### config.mk
export PLATFORM = sky130hd
export DESIGN_NAME = muldiv_sched
export DESIGN_NICKNAME = d
export VERILOG_FILES = /design/src/rtl/muldiv_sched.sv
export SDC_FILE = /design/constraint.sdc
export NUM_CORES = 1
export LEC_CHECK = 0
export ABC_AREA = 1
export CAP_MARGIN = 20
export CORE_MARGIN = 2
export CORE_UTILIZATION = 47
export CTS_BUF_LIST = sky130_fd_sc_hd__clkbuf_16
export CTS_CLUSTER_SIZE = 8
export DETAILED_ROUTE_END_ITERATION = 10
export PLACE_DENSITY_LB_ADDON = 0.08
export SYNTH_ARGS = -nofsm -noshare
export SYNTH_HDL_FRONTEND = slang
export SYNTH_SLANG_ARGS = --single-unit
### constraint.sdc
create_clock -name clk -period 7.7 [get_ports clk]
set_clock_uncertainty 0.15 [all_clocks]
set_input_delay 1.155 -clock clk [delete_from_list [all_inputs] [get_ports clk]]
set_output_delay 1.155 -clock clk [all_outputs]
set_load 0.005 [all_outputs]
### src/rtl/muldiv_sched.sv
// muldiv_sched: schedules per-hart mul/div requests from two harts onto one shared muldiv unit.
// Build option: define MULDIV_SCHED_RR_EN for round-robin arbitration; the default is fixed priority with hart0 first.
module muldiv_sched #(
  parameter int XLEN = 32,
  parameter int RD_W = 5
) (
  input  logic              clk,
  input  logic              rst_n,
  input  logic [1:0]        i_req_valid,
  output logic [1:0]        o_req_ready,
  input  logic [5:0]        i_req_op,
  input  logic [2*XLEN-1:0] i_req_a,
  input  logic [2*XLEN-1:0] i_req_b,
  input  logic [2*RD_W-1:0] i_req_rd,
  input  logic [1:0]        i_flush,
  output logic              o_md_start,
  output logic [2:0]        o_md_op,
  output logic [XLEN-1:0]   o_md_a,
  output logic [XLEN-1:0]   o_md_b,
  output logic              o_md_hart_id,
  output logic [RD_W-1:0]   o_md_rd,
  input  logic              i_md_busy,
  input  logic              i_md_done,
  input  logic [XLEN-1:0]   i_md_result,
  output logic [1:0]        o_rsp_valid,
  output logic [RD_W-1:0]   o_rsp_rd,
  output logic [XLEN-1:0]   o_rsp_result
);
  typedef enum logic [1:0] {IDLE, ISSUE, WAIT} state_t;
  state_t r_state, w_next;
  logic [1:0] r_full;
  logic [2:0] r_op [2];
  logic [XLEN-1:0] r_a [2];
  logic [XLEN-1:0] r_b [2];
  logic [RD_W-1:0] r_rd [2];
  logic r_win, r_kill;
  logic [RD_W-1:0] r_inf_rd;
  logic [1:0] r_rsp_valid;
  logic [RD_W-1:0] r_rsp_rd;
  logic [XLEN-1:0] r_rsp_result;
  logic [1:0] w_vld, w_cap;
  logic w_sel, w_start, w_done;

  assign w_vld = r_full & ~i_flush;
  assign o_req_ready = {2{rst_n}} & ~r_full & ~i_flush;
  assign w_cap = i_req_valid & o_req_ready;

`ifdef MULDIV_SCHED_RR_EN
  logic r_ptr;
  // round-robin pointer: after each issue the other hart wins the next tie
  always_ff @(posedge clk) r_ptr <= !rst_n ? 1'b0 : w_start ? ~r_win : r_ptr;
  assign w_sel = &w_vld ? r_ptr : ~w_vld[0];
`else
  assign w_sel = ~w_vld[0];
`endif

  // state register
  always_ff @(posedge clk) r_state <= rst_n ? w_next : IDLE;

  // next state: a flushed winner abandons the issue and goes back to IDLE
  always_comb begin
    w_next = r_state;
    if (r_state == IDLE && |w_vld && !i_md_busy) w_next = ISSUE;
    if (r_state == ISSUE) w_next = i_flush[r_win] ? IDLE : WAIT;
    if (r_state == WAIT && i_md_done) w_next = IDLE;
  end

  // FSM outputs: start pulse in ISSUE unless the winner is flushed, done only counts in WAIT
  always_comb begin
    w_start = rst_n && r_state == ISSUE && !i_flush[r_win];
    w_done = r_state == WAIT && i_md_done;
  end

  assign o_md_start = w_start;
  assign o_md_op = w_start ? r_op[r_win] : '0;
  assign o_md_a = w_start ? r_a[r_win] : '0;
  assign o_md_b = w_start ? r_b[r_win] : '0;
  assign o_md_rd = w_start ? r_rd[r_win] : '0;
  assign o_md_hart_id = w_start & r_win;

  // request slots: fill on handshake, empty on flush or when the slot leaves through ISSUE
  always_ff @(posedge clk) begin
    for (int h = 0; h < 2; h++) begin
      if (!rst_n) r_full[h] <= 1'b0;
      else if (i_flush[h] || (r_state == ISSUE && r_win == 1'(h))) r_full[h] <= 1'b0;
      else if (w_cap[h]) r_full[h] <= 1'b1;
      if (w_cap[h]) begin
        r_op[h] <= i_req_op[3*h +: 3];
        r_a[h] <= i_req_a[XLEN*h +: XLEN];
        r_b[h] <= i_req_b[XLEN*h +: XLEN];
        r_rd[h] <= i_req_rd[RD_W*h +: RD_W];
      end
    end
  end

  // winner selection and in-flight bookkeeping; the slot may refill during WAIT so rd is kept here
  always_ff @(posedge clk) begin
    if (!rst_n) begin
      r_win <= 1'b0;
      r_kill <= 1'b0;
      r_inf_rd <= '0;
    end else begin
      if (r_state == IDLE) r_win <= w_sel;
      if (w_start) r_inf_rd <= r_rd[r_win];
      r_kill <= w_start ? 1'b0 : (r_kill || (r_state == WAIT && i_flush[r_win]));
    end
  end

  // writeback: one-cycle response per completed op, swallowed if the op was killed
  always_ff @(posedge clk) begin
    if (!rst_n) begin
      r_rsp_valid <= '0;
      r_rsp_rd <= '0;
      r_rsp_result <= '0;
    end else begin
      r_rsp_valid <= (w_done && !r_kill && !i_flush[r_win]) ? (2'b01 << r_win) : 2'b00;
      if (w_done) begin
        r_rsp_rd <= r_inf_rd;
        r_rsp_result <= i_md_result;
      end
    end
  end

  assign o_rsp_valid = rst_n ? r_rsp_valid : '0;
  assign o_rsp_rd = rst_n ? r_rsp_rd : '0;
  assign o_rsp_result = rst_n ? r_rsp_result : '0;
endmodule
==> results.sh, run 1 <==
export IMPL_clock_latency_ps=430
export IMPL_hold_class="flip-flop to flip-flop"
export IMPL_ant_nets=0
export IMPL_critical_path_class="input port to output port"
export IMPL_postLayoutCellArea_um2=11300
export IMPL_rsz0062_at_grt="no"
export IMPL_routed_wl_um=19610
export IMPL_switching_share_pct=20.51
export IMPL_first_global_vias=5655
export IMPL_vdd_ir_drop_max_mv=0.1425
export IMPL_antenna_cells=0
export IMPL_endpoint_kind="output port"
export IMPL_p_int_mw=1.802
export IMPL_rows=46
export IMPL_vias=5858
export IMPL_crit_required_ps=6390
export IMPL_endpoint="o_md_b[1]"
export IMPL_design_core_area_um2=15830
export IMPL_gp_congestion=0.8231
export IMPL_syn_avg_cell_area_um2=10.67
export IMPL_cp_arrival_ps=4210
export IMPL_cp_slowest_cell="buf_2"
export IMPL_ys_ff_latch=195
export IMPL_fp_dieH_um=131.0
export IMPL_dr_pass1_iters=5
export IMPL_final_seq_area_um2=5346
export IMPL_cts_buffers=17
export IMPL_layout_drive_gt1_share_pct=6.076
export IMPL_crit_path_max_incr_delay_ps=680
export IMPL_p_leak_nw=4.308
export IMPL_syn_area_um2=7576
export IMPL_grt_met1_usage_pct=26.71
export IMPL_maxCapViolCount=0
export IMPL_drc=0
export IMPL_grtUsageMet2_pct=37.61
export IMPL_viasPerCell=4.802
export IMPL_reg2reg_to="r_rd[0][4]$_DFFE_PP_"
export IMPL_htreeDepth=4
export IMPL_synthCells=710
export IMPL_timing_final_crit_share_pct=71.64
export IMPL_die_w_um=131.0
export IMPL_max_freq_mhz=181.3
export IMPL_tns_ps=0
export IMPL_hpwl_um=13130
export IMPL_yosysUniqueCellTypes=23
export IMPL_powerDensity_nw_per_um2=200.6
export IMPL_multi_input_area_um2=1818
export IMPL_path_depth=6
export IMPL_grt_pass1_wl_um=29000
export IMPL_overflow=0
export IMPL_timing_rr_start="r_full[0]$_SDFFE_PP0P_"
export IMPL_min_from="r_inf_rd[0]$_SDFFE_PN0P_"
export IMPL_dieArea_um2=17150
export IMPL_syn_to_final_growth_pct=49.18
export IMPL_worst_slew_pin_slew_ps=1039
export IMPL_startpoint_type="input port"
export IMPL_cts_resized_gates=0
export IMPL_p_seq_share_pct=51.3
export IMPL_fin_crit_ps=5516
export IMPL_finalCoreUtilization_pct=71.41
export IMPL_setup_viol=0
export IMPL_finalMaxSlewViolations=0
export IMPL_cts_root_buf="clkbuf_16"
export IMPL_met3_usage_pct=7.492
export IMPL_crit_path_start="rst_n"
export IMPL_drtIter0Drc=317
export IMPL_cp_max_fo=69
export IMPL_yosys_warnings=0
export IMPL_finalNetCount=1175
export IMPL_reg2regPathDepth=2
export IMPL_antenna_found_initial=1
export IMPL_cts_path_max_buffers=2
export IMPL_relSlewSlack_pct=30.75
export IMPL_num_io_pins=299
export IMPL_nFillCells=1186
export IMPL_layout_commonest_cell="clkdlybuf4s50_1"
export IMPL_cp_top_family="buffers and inverters"
export IMPL_ys_seq_area_share_pct=70.55
export IMPL_cts_sinks=195
export IMPL_wire_per_inst_um=16.07
export IMPL_path_clk_slew_ps=70
export IMPL_io_buffers=298
export IMPL_layout_cells_most_common_list="297 x clkdlybuf4s50_1, 277 x nand2_1, 144 x edfxtp_1"
export IMPL_synth_nets=894
export IMPL_worstPathBufferInverterCount=3
export IMPL_grt_usage_pct=22.61
export IMPL_placed_area_um2=10670
export IMPL_crit_chain="buf_2 -> inv_2 -> nor2_4 -> nand2_4 -> a21oi_1 -> clkdlybuf4s50_1"
export IMPL_initial_core_util_pct=47.87
export IMPL_cts_tree="built"
export IMPL_p_comb_share_pct=7.7
export IMPL_p_switching_uw=464.9
export IMPL_postCtsSetupBuffers=0
export IMPL_busiest_layer="met2"
export IMPL_grt_max_degree=74
export IMPL_status="finished clean"
export IMPL_pwr_share_clk_pct=41.0
export IMPL_r2r_slack_ps=5620
export IMPL_cts_hold_buffers=0
export IMPL_hold_viol_final=0
## worst min-delay path by stage
stage,to,depth (start not counted),slack [ps]
2_1_floorplan,r_rsp_valid[0]$_SDFF_PN0_,1,290
5_1_grt,r_rsp_result[7]$_SDFFE_PN0P_,2,330
6_report,r_rsp_rd[0]$_SDFFE_PN0P_,2,310
3_5_place_dp,r_rsp_rd[2]$_SDFFE_PN0P_,2,300
4_1_cts,r_rsp_result[6]$_SDFFE_PN0P_,2,320
3_3_place_gp,r_rsp_rd[4]$_SDFFE_PN0P_,2,300
## state kept, by name, indices dropped and copies added, names as in the netlist, named ones only
| signal | count |
|---|---|
| r_b | 64 |
| r_win | 1 |
| r_a | 64 |
| r_full | 2 |
| r_kill | 1 |
| r_op | 6 |
| r_state | 2 |
| r_rsp_valid | 2 |
| r_rsp_rd | 5 |
| r_inf_rd | 5 |
| r_rsp_result | 32 |
| r_rd | 10 |
## worst reg2reg max path: stages, from the launching register on
cell     delay, ps
dfxtp_1        330
nor3_1         270
and2_4         850
## cell usage after synthesis (all sizes together)
master / instances / area share, %
a21oi: 111 / 7.8
and2: 2 / 0.17
buf: 24 / 2.0
clkbuf: 16 / 0.79
dfxtp: 51 / 13
edfxtp: 144 / 57
inv: 55 / 2.8
nand2: 281 / 14
nand3: 13 / 0.92
nor2: 8 / 0.50
nor3: 2 / 0.13
o211ai: 2 / 0.20
o21ai: 1 / 0.066
## cell type report
cell class,count,area share [%]
Sequential cell,195,47.30
Timing Repair Buffer,302,26.79
Multi-Input combinational cell,420,16.09
Clock buffer,17,3.764
Tap cell,216,2.391
Inverter,55,1.849
Clock inverter,15,1.816
## cells by family after synthesis
group / Yosys count / share of synthesized area (%)
AND/OR/NAND/NOR: 306 / 15.84
buffers and inverters: 95 / 5.516
flip-flops: 195 / 70.55
AO/OA/AOI/OAI: 114 / 8.092
## metrics by stage
stage | hold slack [ps] | setup WS [ps] | power, mW | cells
after detailed placement | 304.8 | 2162 | 1.361 | 1188
after CTS | 316.2 | 2158 | 2.287 | 1220
after global placement | 301.0 | 2134 | 1.358 | 1187
final | 308.8 | 2184 | 2.267 | 1220
after global routing | 332.6 | 1969 | 2.348 | 1220
after floorplan | 286.8 | 3827 | 1.244 | 710
## routing by layer
layer / part of all wire (%) / wire (um)
met3: 8.4 / 1642
met4: 3.0 / 587
met2: 51 / 9916
met1: 38 / 7449
met5: 0.061 / 12
## power groups by stage
stage,Combinational (mW),Sequential (mW),Clock (mW)
2_1_floorplan,0.0581,1.19,0
3_5_place_dp,0.175,1.19,0
4_1_cts,0.176,1.16,0.948
5_1_grt,0.189,1.16,0.994
3_3_place_gp,0.173,1.19,0
6_report,0.174,1.16,0.930
No activity file was read; power rests on OpenSTA's default activity.
==> run 2, diff against run 1 <==
- CORE_UTILIZATION: 47 -> 39
- clock period: 7.7 -> 5 ns (I/O delays scaled with it)
==> run 2 against run 1 <==
Cell count up 4.1%. Cell area barely moved. Critical path depth is 1 higher. Combinational power is 57% higher. Wire length rose by 5.9%. Clock power up 39%. Core utilization shrank 12 points. Worst hold slack worse by 0.76 ps. Sequential share of layout area about the same.
==> results.sh, run 2 (synthesized netlist as in run 1, its figures left out) <==
export IMPL_status="finished clean"
export IMPL_rsz0062_at_grt="no"
export IMPL_layout_commonest_cell="clkdlybuf4s50_1"
export IMPL_ant_nets=0
export IMPL_holdPathStages=2
export IMPL_cts_path_max_buffers=2
export IMPL_layout_cells_most_common_list="298 x clkdlybuf4s50_1, 277 x nand2_1, 144 x edfxtp_1"
export IMPL_num_io_pins=299
export IMPL_tns_ps=0
export IMPL_layout_drive_gt1_share_pct=6.145
export IMPL_wire_per_inst_um=16.35
export IMPL_syn_to_final_growth_pct=49.25
export IMPL_p_leak_nw=4.294
export IMPL_cp_max_fo=29
export IMPL_cts_tree="built"
export IMPL_max_freq_mhz=267.6
export IMPL_crit_required_ps=4100
export IMPL_timing_final_crit_share_pct=74.74
export IMPL_io_buffers=298
export IMPL_finalMaxSlewViolations=0
export IMPL_cts_sinks=195
export IMPL_fp_dieH_um=143.4
export IMPL_routed_wl_um=20760
export IMPL_grt_usage_pct=20.15
export IMPL_powerDensity_nw_per_um2=296.9
export IMPL_clock_latency_ps=420
export IMPL_finalNetCount=1180
export IMPL_cts_root_buf="clkbuf_16"
export IMPL_postCtsSetupBuffers=0
export IMPL_hold_viol_final=0
export IMPL_dieArea_um2=20560
export IMPL_cts_resized_gates=0
export IMPL_rows=50
export IMPL_startpoint_type="input port"
export IMPL_cts_hold_buffers=0
export IMPL_largestRegisters="r_a (64), r_b (64), r_rsp_result (32)"
export IMPL_relSlewSlack_pct=28.52
export IMPL_hold_class="flip-flop to flip-flop"
export IMPL_path_clk_slew_ps=70
export IMPL_cts_buffers=17
export IMPL_maxCapViolCount=0
export IMPL_design_core_area_um2=18890
export IMPL_dr_pass1_iters=4
export IMPL_postLayoutCellArea_um2=11310
export IMPL_initial_core_util_pct=40.10
export IMPL_vdd_ir_drop_max_mv=0.2347
export IMPL_vias=5803
export IMPL_placed_area_um2=10750
export IMPL_gp_congestion=0.8305
export IMPL_overflow=0
export IMPL_reg2regPathDepth=2
export IMPL_finalPower_mw=3.357
export IMPL_grt_pass1_wl_um=30950
export IMPL_die_w_um=143.4
export IMPL_drtIter0Drc=282
export IMPL_worst_slew_pin_slew_ps=1072
export IMPL_antenna_found_initial=1
export IMPL_fin_hold_ws_ps=308.0
export IMPL_grt_max_degree=73
export IMPL_drc=0
export IMPL_htreeDepth=4
export IMPL_cp_arrival_ps=2840
export IMPL_viasPerCell=4.569
export IMPL_setup_viol=0
export IMPL_fin_crit_ps=3737
export IMPL_hpwl_um=14210
export IMPL_critical_path_class="input port to output port"
export IMPL_endpoint_kind="output port"
export IMPL_nFillCells=1610
export IMPL_first_global_vias=5663
## run 2: critical path, cell delays in order
cell	delay, ps
clkdlybuf4s50_1	510
inv_2	70
nor2_4	200
nand2_4	250
buf_4	320
a21oi_1	170
clkdlybuf4s50_1	530
## run 2: power breakdown
group          leakage, nW  total, mW  switching, mW  internal (mW)
clock network        0.269       1.29          0.602          0.691
logic                 2.29      0.273          0.118          0.154
registers             1.73       1.79         0.0110           1.78
## run 2: path summary, 6_finish.rpt
kind	start	to	slack, ps
max	rst_n	o_md_a[12]	1260
min	r_inf_rd[0]$_SDFFE_PN0P_	r_rsp_rd[0]$_SDFFE_PN0P_	310
max reg2reg	r_full[0]$_SDFFE_PP0P_	r_a[0][2]$_DFFE_PP_	2890
min reg2reg	r_inf_rd[0]$_SDFFE_PN0P_	r_rsp_rd[0]$_SDFFE_PN0P_	310
## run 2: final cells by class
type                       count  area [um^2]  area share [%]
sequential                   195         5346           47.28
tap                          260        325.3           2.877
multi-input combinational    420         1818           16.08
antenna                        1        2.502         0.02213
timing repair buffer         307         3050           26.98
clock buffer                  17        425.4           3.762
clock inverter                15        130.1           1.151
inverter                      55        209.0           1.848
## run 2: metrics by stage
| stage | util (%) | setup WS, ps | instances |
|---|---|---|---|
| global placement | 56.89 | 1301 | 1237 |
| CTS | 59.83 | 1243 | 1269 |
| detailed placement | 56.89 | 1248 | 1237 |
| global route | 59.85 | 1132 | 1270 |
| floorplan | - | 1532 | 710 |
| finish | 59.85 | 1263 | 1270 |
## run 2: routing by layer
layer | share of wire (%) | global-route usage, %
met5 | 0 | 0
met4 | 2.3 | 7.018
met3 | 8.3 | 7.331
met2 | 49 | 33.28
met1 | 40 | 24.41
